[src/rtl/apb_master.sv]
// APB initiator: single-beat valid/ready commands become APB SETUP/ACCESS transfers.
// Define APB_TIMEOUT_EN to add the RD_WAIT watchdog (abort after TIMEOUT cycles without pvalid).
module apb_master #(
    parameter int ADDR_W  = 32,
    parameter int DATA_W  = 32,
    parameter int TIMEOUT = 16
) (
    input  logic              clk,
    input  logic              rst,
    input  logic              cmd_valid,
    output logic              cmd_ready,
    input  logic              cmd_write,
    input  logic [ADDR_W-1:0] cmd_addr,
    input  logic [DATA_W-1:0] cmd_wdata,
    output logic              rsp_valid,
    output logic [DATA_W-1:0] rsp_rdata,
    output logic              rsp_err,
    output logic              busy,
    output logic              psel,
    output logic              penable,
    output logic              pwrite,
    output logic [ADDR_W-1:0] paddr,
    output logic [DATA_W-1:0] pwdata,
    input  logic              pvalid,
    input  logic [DATA_W-1:0] prdata
);

    typedef enum logic [1:0] {
        IDLE    = 2'd0,
        SETUP   = 2'd1,
        ACCESS  = 2'd2,
        RD_WAIT = 2'd3
    } state_t;

    state_t state, state_nxt;
    logic   accept;
    logic   rd_done;
    logic   rd_abort;

    assign cmd_ready = (state == IDLE);
    assign busy      = ~cmd_ready;
    assign accept    = cmd_valid && cmd_ready;
    // The responder's strobe only means something while we are waiting for it.
    assign rd_done   = (state == RD_WAIT) && pvalid;

`ifdef APB_TIMEOUT_EN
    localparam int CNT_W = (TIMEOUT < 2) ? 1 : $clog2(TIMEOUT + 1);
    localparam logic [CNT_W-1:0] CNT_LAST = CNT_W'(TIMEOUT - 1);

    logic [CNT_W-1:0] to_cnt;

    // Abort fires in the cycle the count would reach TIMEOUT; pvalid in that cycle wins.
    assign rd_abort = (state == RD_WAIT) && !pvalid && (to_cnt == CNT_LAST);

    always_ff @(posedge clk or negedge rst) begin
        if (!rst) begin
            to_cnt  <= '0;
            rsp_err <= 1'b0;
        end else begin
            if (state == ACCESS)
                to_cnt <= '0;
            else if ((state == RD_WAIT) && !pvalid)
                to_cnt <= to_cnt + 1'b1;
            rsp_err <= rd_abort;
        end
    end
`else
    assign rd_abort = 1'b0;
    assign rsp_err  = 1'b0;
`endif

    // NOTE: next_state gets a default before the case so no path leaves it unassigned (no latch).
    always_comb begin
        state_nxt = state;
        case (state)
            IDLE:    if (accept) state_nxt = SETUP;
            SETUP:   state_nxt = ACCESS;
            ACCESS:  state_nxt = pwrite ? IDLE : RD_WAIT;
            RD_WAIT: if (rd_done || rd_abort) state_nxt = IDLE;
            default: state_nxt = IDLE;
        endcase
    end

    // NOTE: all state and registered outputs use non-blocking assignments so every
    // register samples pre-edge values regardless of statement order.
    always_ff @(posedge clk or negedge rst) begin
        if (!rst) begin
            state     <= IDLE;
            psel      <= 1'b0;
            penable   <= 1'b0;
            pwrite    <= 1'b0;
            paddr     <= '0;
            pwdata    <= '0;
            rsp_valid <= 1'b0;
            rsp_rdata <= '0;
        end else begin
            state     <= state_nxt;
            // APB strobes are registered from the next state, so they line up with it.
            psel      <= (state_nxt == SETUP) || (state_nxt == ACCESS);
            penable   <= (state_nxt == ACCESS);
            rsp_valid <= ((state == ACCESS) && pwrite) || rd_done || rd_abort;

            if (accept) begin
                pwrite <= cmd_write;
                paddr  <= cmd_addr;
                pwdata <= cmd_wdata;
            end

            if (rd_done)
                rsp_rdata <= prdata;
            else if (rd_abort)
                rsp_rdata <= '1;
        end
    end

endmodule

[config.mk]
export PLATFORM = sky130hd
export DESIGN_NAME = apb_master
export DESIGN_NICKNAME = d
export VERILOG_FILES = /design/src/rtl/apb_master.sv
export SDC_FILE = /design/constraint.sdc
export NUM_CORES = 1
export LEC_CHECK = 0
export CAP_MARGIN = 20
export CELL_PAD_IN_SITES_DETAIL_PLACEMENT = 1
export CELL_PAD_IN_SITES_GLOBAL_PLACEMENT = 2
export CORE_ASPECT_RATIO = 1.1
export CORE_MARGIN = 2
export CORE_UTILIZATION = 23
export CTS_CLUSTER_DIAMETER = 150
export DETAILED_ROUTE_END_ITERATION = 10
export GPL_TIMING_DRIVEN = 0
export PLACE_DENSITY = 0.86
export SYNTH_ARGS = -nofsm -noshare
export SYNTH_HDL_FRONTEND = slang
export SYNTH_SLANG_ARGS = --single-unit
[constraint.sdc]
create_clock -name clk -period 1.69 [get_ports clk]
set_clock_uncertainty 0.1 [all_clocks]
set_input_delay 0.2535 -clock clk [delete_from_list [all_inputs] [get_ports clk]]
set_output_delay 0.2535 -clock clk [all_outputs]
set_load 0.02 [all_outputs]
==> summary.txt <==
Clock tree
  – Clock transition at path regs: 70 ps
  – Worst-skew pair later-pin latency: between 300 and 400 ps
  – # H-tree levels: 3
  – Clock sink count: a little over 100
  – Clock Path Buffers: 2
  – CTS Buf Count: 9
  – Root Driver: clkbuf_16
  – CTS tree: done

Power and ir drop
  – Internal power: 0.008634 W
  – Static Leak: around 3.6 nW
  – Power per cell area: 1918 nW/µm²
  – Switching portion of total power: between 30% and 40%
  – Clock power frac: between 10% and 20%
  – Sw Pwr: ~0.0046 W
  – Seq pwr share: 32.5%
  – Max VDD drop: roughly 0.67 mV
  – Logic pwr share: 52.4%

Worst setup path
  – Kind of critical path: reg -> reg
  – Arrival time worst endpoint: 1810 ps
  – CP Capture Type: register
  – Data required time of the worst path: between 1500 and 2000 ps
  – CP Launch Type: register
  – Crit-path max cell delay: 370 ps
  – Critical-path top delay cell: dfrtp_1
  – CP cell instances: buf_6 -> nor3b_4 -> buf_6 -> buf_12 -> buf_12 -> mux2_4
  – Critical path fanouts, max: 10

Logic synthesis
  – Yosys Warn Count: 0
  – Count leader, synth: dfrtp_1
  – Post-synth EDFFs: 0
  – Synth area leaders: dfrtp_1, mux2_2, mux2_1
  – Main synth FF type: dfrtp_1
  – Syn Inst Count: around 230
  – Synth top area share: around two thirds
  – Synth Register Bits: about 100
  – Synth Area per Inst: 17.13 µm²
  – Register area share after synthesis: 66.23%
  – Asr flop ratio synth: 100.0%
  – Post-Syn Nets: approximately 330
  – Yosys top cell by area: dfrtp_1
  – Cell area after synthesis: between 3000 and 4000 µm²
  – Synth cell types: 16
  – Commonest cells post-synth: dfrtp_1, mux2_2, mux2_1, buf_2, buf_4

Final layout
  – Layout area overhead: 79.61%
  – Post-route cell area: 6922 µm²
  – ANT cells: 0
  – NumNets Final: approximately 560
  – Layout cells sized above 1: between 30% and 40%

Placement
  – Placed Area: ~6200 µm²
  – DP Wirelength: between 8000 and 9000 µm
  – Placer Congestion: just under 0.7
  – Port Buf Inserts: about 200
  – Pre-CTS WS: -279.4 ps

Global route
  – Met2 usage: a little over a fifth
  – Top Usage Layer GRT: met2
  – Vias in the first global route: 3,156
  – Aggregate global-route resource usage: 12.44%
  – Largest net degree at the start of global routing: 65
  – Grt met3 use: 4.691%
  – Initial antenna violation count: 0
  – Gr ovfl total: 0
  – GR Util met1: between 10% and 20%
  – First-pass GRT wire length: between 15,000 and 20,000 µm

Floorplan
  – Die Y: 139.8 µm
  – Core area: around 16,000 µm²
  – Die ar.: between 15,000 and 20,000 µm²
  – Die X: approximately 130 µm
  – Starting Density: between 20% and 30%
  – Num ports: between 200 and 250
  – Core Rows: 49

Routing
  – Initial drt markers: 45
  – Via count: between 2k and 3k
  – DRT antenna net count: 0
  – Pre-Repair DR Iteration Count: 2
  – Routed WL: 11,400 µm
  – WL/cell: about 17 µm
  – Drt drc: 0
  – Drt via density: between 4 and 5

Run status
  – Status: finished, violations left
  – Failing checks: negative setup slack

STA
  – Min cycle time layout: 1690 ps
  – Fmax: around 600 MHz
  – Worst setup margin: -0.04163 ps
  – Max_slew headroom: roughly 64%
  – Unrepaired setup endpoints after global routing: yes
  – Fin. Hold Viols: 0
  – Worst slew pin tran: between 500 and 600 ps
  – Final Max Tran Viols: 0
  – Final setup fails: 1
  – Period utilisation layout: 100.0%

Run
  – Max Cap Viol: 0

Min path
  – Min-Delay Path Class: in -> async
## power by group through the flow
stage / sequential, W / clock [W] / combinational [W]
2_1_floorplan: 0.00582 / 0 / 0.00171
3_3_place_gp: 0.00427 / 0 / 0.00641
3_5_place_dp: 0.00437 / 0 / 0.00657
4_1_cts: 0.00435 / 0.00211 / 0.00690
5_1_grt: 0.00449 / 0.00221 / 0.00736
6_report: 0.00432 / 0.00200 / 0.00696
## state kept, by name, indices dropped and copies added (netlist names)
| signal | cells |
|---|---|
| state | 2 |
| paddr | 32 |
| rsp_rdata | 32 |
| psel | 1 |
| penable | 1 |
| pwdata | 32 |
| rsp_valid | 1 |
| pwrite | 1 |
## worst max-delay path: cells and delay by family, from the launching register on
| family | cells | cell delay [ps] |
|---|---|---|
| buf+inv | 4 | 560 |
| flops | 1 | 370 |
| mux | 1 | 310 |
| simple gates | 1 | 230 |
## layer usage
layer / vias to the layer above / wire, µm
met2: 129 / 6022
met3: 11 / 986
met4: 0 / 174
met1: 1396 / 4215
met5: - / 0
li1: 1231 / -
## logic make-up (layout without fill, tap and decap cells)
kind of cell,Yosys count,after routing,share of synthesized area [%]
DFF,102,102,66.23
muxes,98,98,28.60
buffers and inverters,14,246,3.149
and+or+nand+nor,8,8,1.526
AOI/OAI and AO/OA,2,2,0.3898
other,1,1,0.09731
## final timing paths
| path | depth (start not counted) | start | slack, ps | to |
|---|---|---|---|---|
| max reg2reg | 6 | state[0]$_DFF_PN0_ | -0.04 | pwdata[30]$_DFFE_PN0P_ |
| min | 2 | rst | 360 | paddr[1]$_DFFE_PN0P_ |
| max | 6 | state[0]$_DFF_PN0_ | -0.04 | pwdata[30]$_DFFE_PN0P_ |
| max in group asynchronous | 3 | rst | 410 | rsp_rdata[14]$_DFFE_PN0P_ |
| min reg2reg | 1 | paddr[29]$_DFFE_PN0P_ | 390 | paddr[29]$_DFFE_PN0P_ |
| min in group clk | 1 | paddr[29]$_DFFE_PN0P_ | 390 | paddr[29]$_DFFE_PN0P_ |
## metrics by stage
step	power [W]	TNS, ps	hold WS, ps	utilization, %	cells
global route	0.01406	-1820	381.4	42.28	661
global placement	0.01068	-375430	366.9	37.45	631
CTS	0.01335	-578.0	353.7	40.52	657
detailed placement	0.01094	-14060	179.4	37.61	632
finish	0.01328	-0.04163	355.6	42.28	661
floorplan	0.007529	0	-142.1	-	225
## cell type report
type,count,area (µm²)
inverters,1,3.754
clock inverters,4,50.05
multi-input cells,109,1326
fillers,1679,9448
plain buffers,12,146.4
clock buffers,10,229.0
flip-flops and latches,102,2552
repair buffers,219,2359
well taps,204,255.2
## cell usage in the layout (no fill, tap or decap), drive strengths merged
cell type and instances:
nor2 3, nor3b 1, mux2i 1, o21a 1, clkbuf 14, mux2 97
a21o 1, dfrtp 102, dlygate4sd3 1, conb 1, dlygate4sd2 22, nand3 1
inv 1, bufinv 1, bufbuf 1, clkdlybuf4s50 110, dlymetal6s2s 67, clkinv 1
nor2b 3, clkinvlp 2, buf 26
## what timing repair did
item	4_1_cts	5_1_grt
cloned	1	1
resized for setup	56	91
setup buffers	9	4
endpoints found under the setup margin	63	153
pin swaps	1	1
endpoints found under the hold margin	38	0
hold buffers	1	0
(Power assumes the default switching activity.)
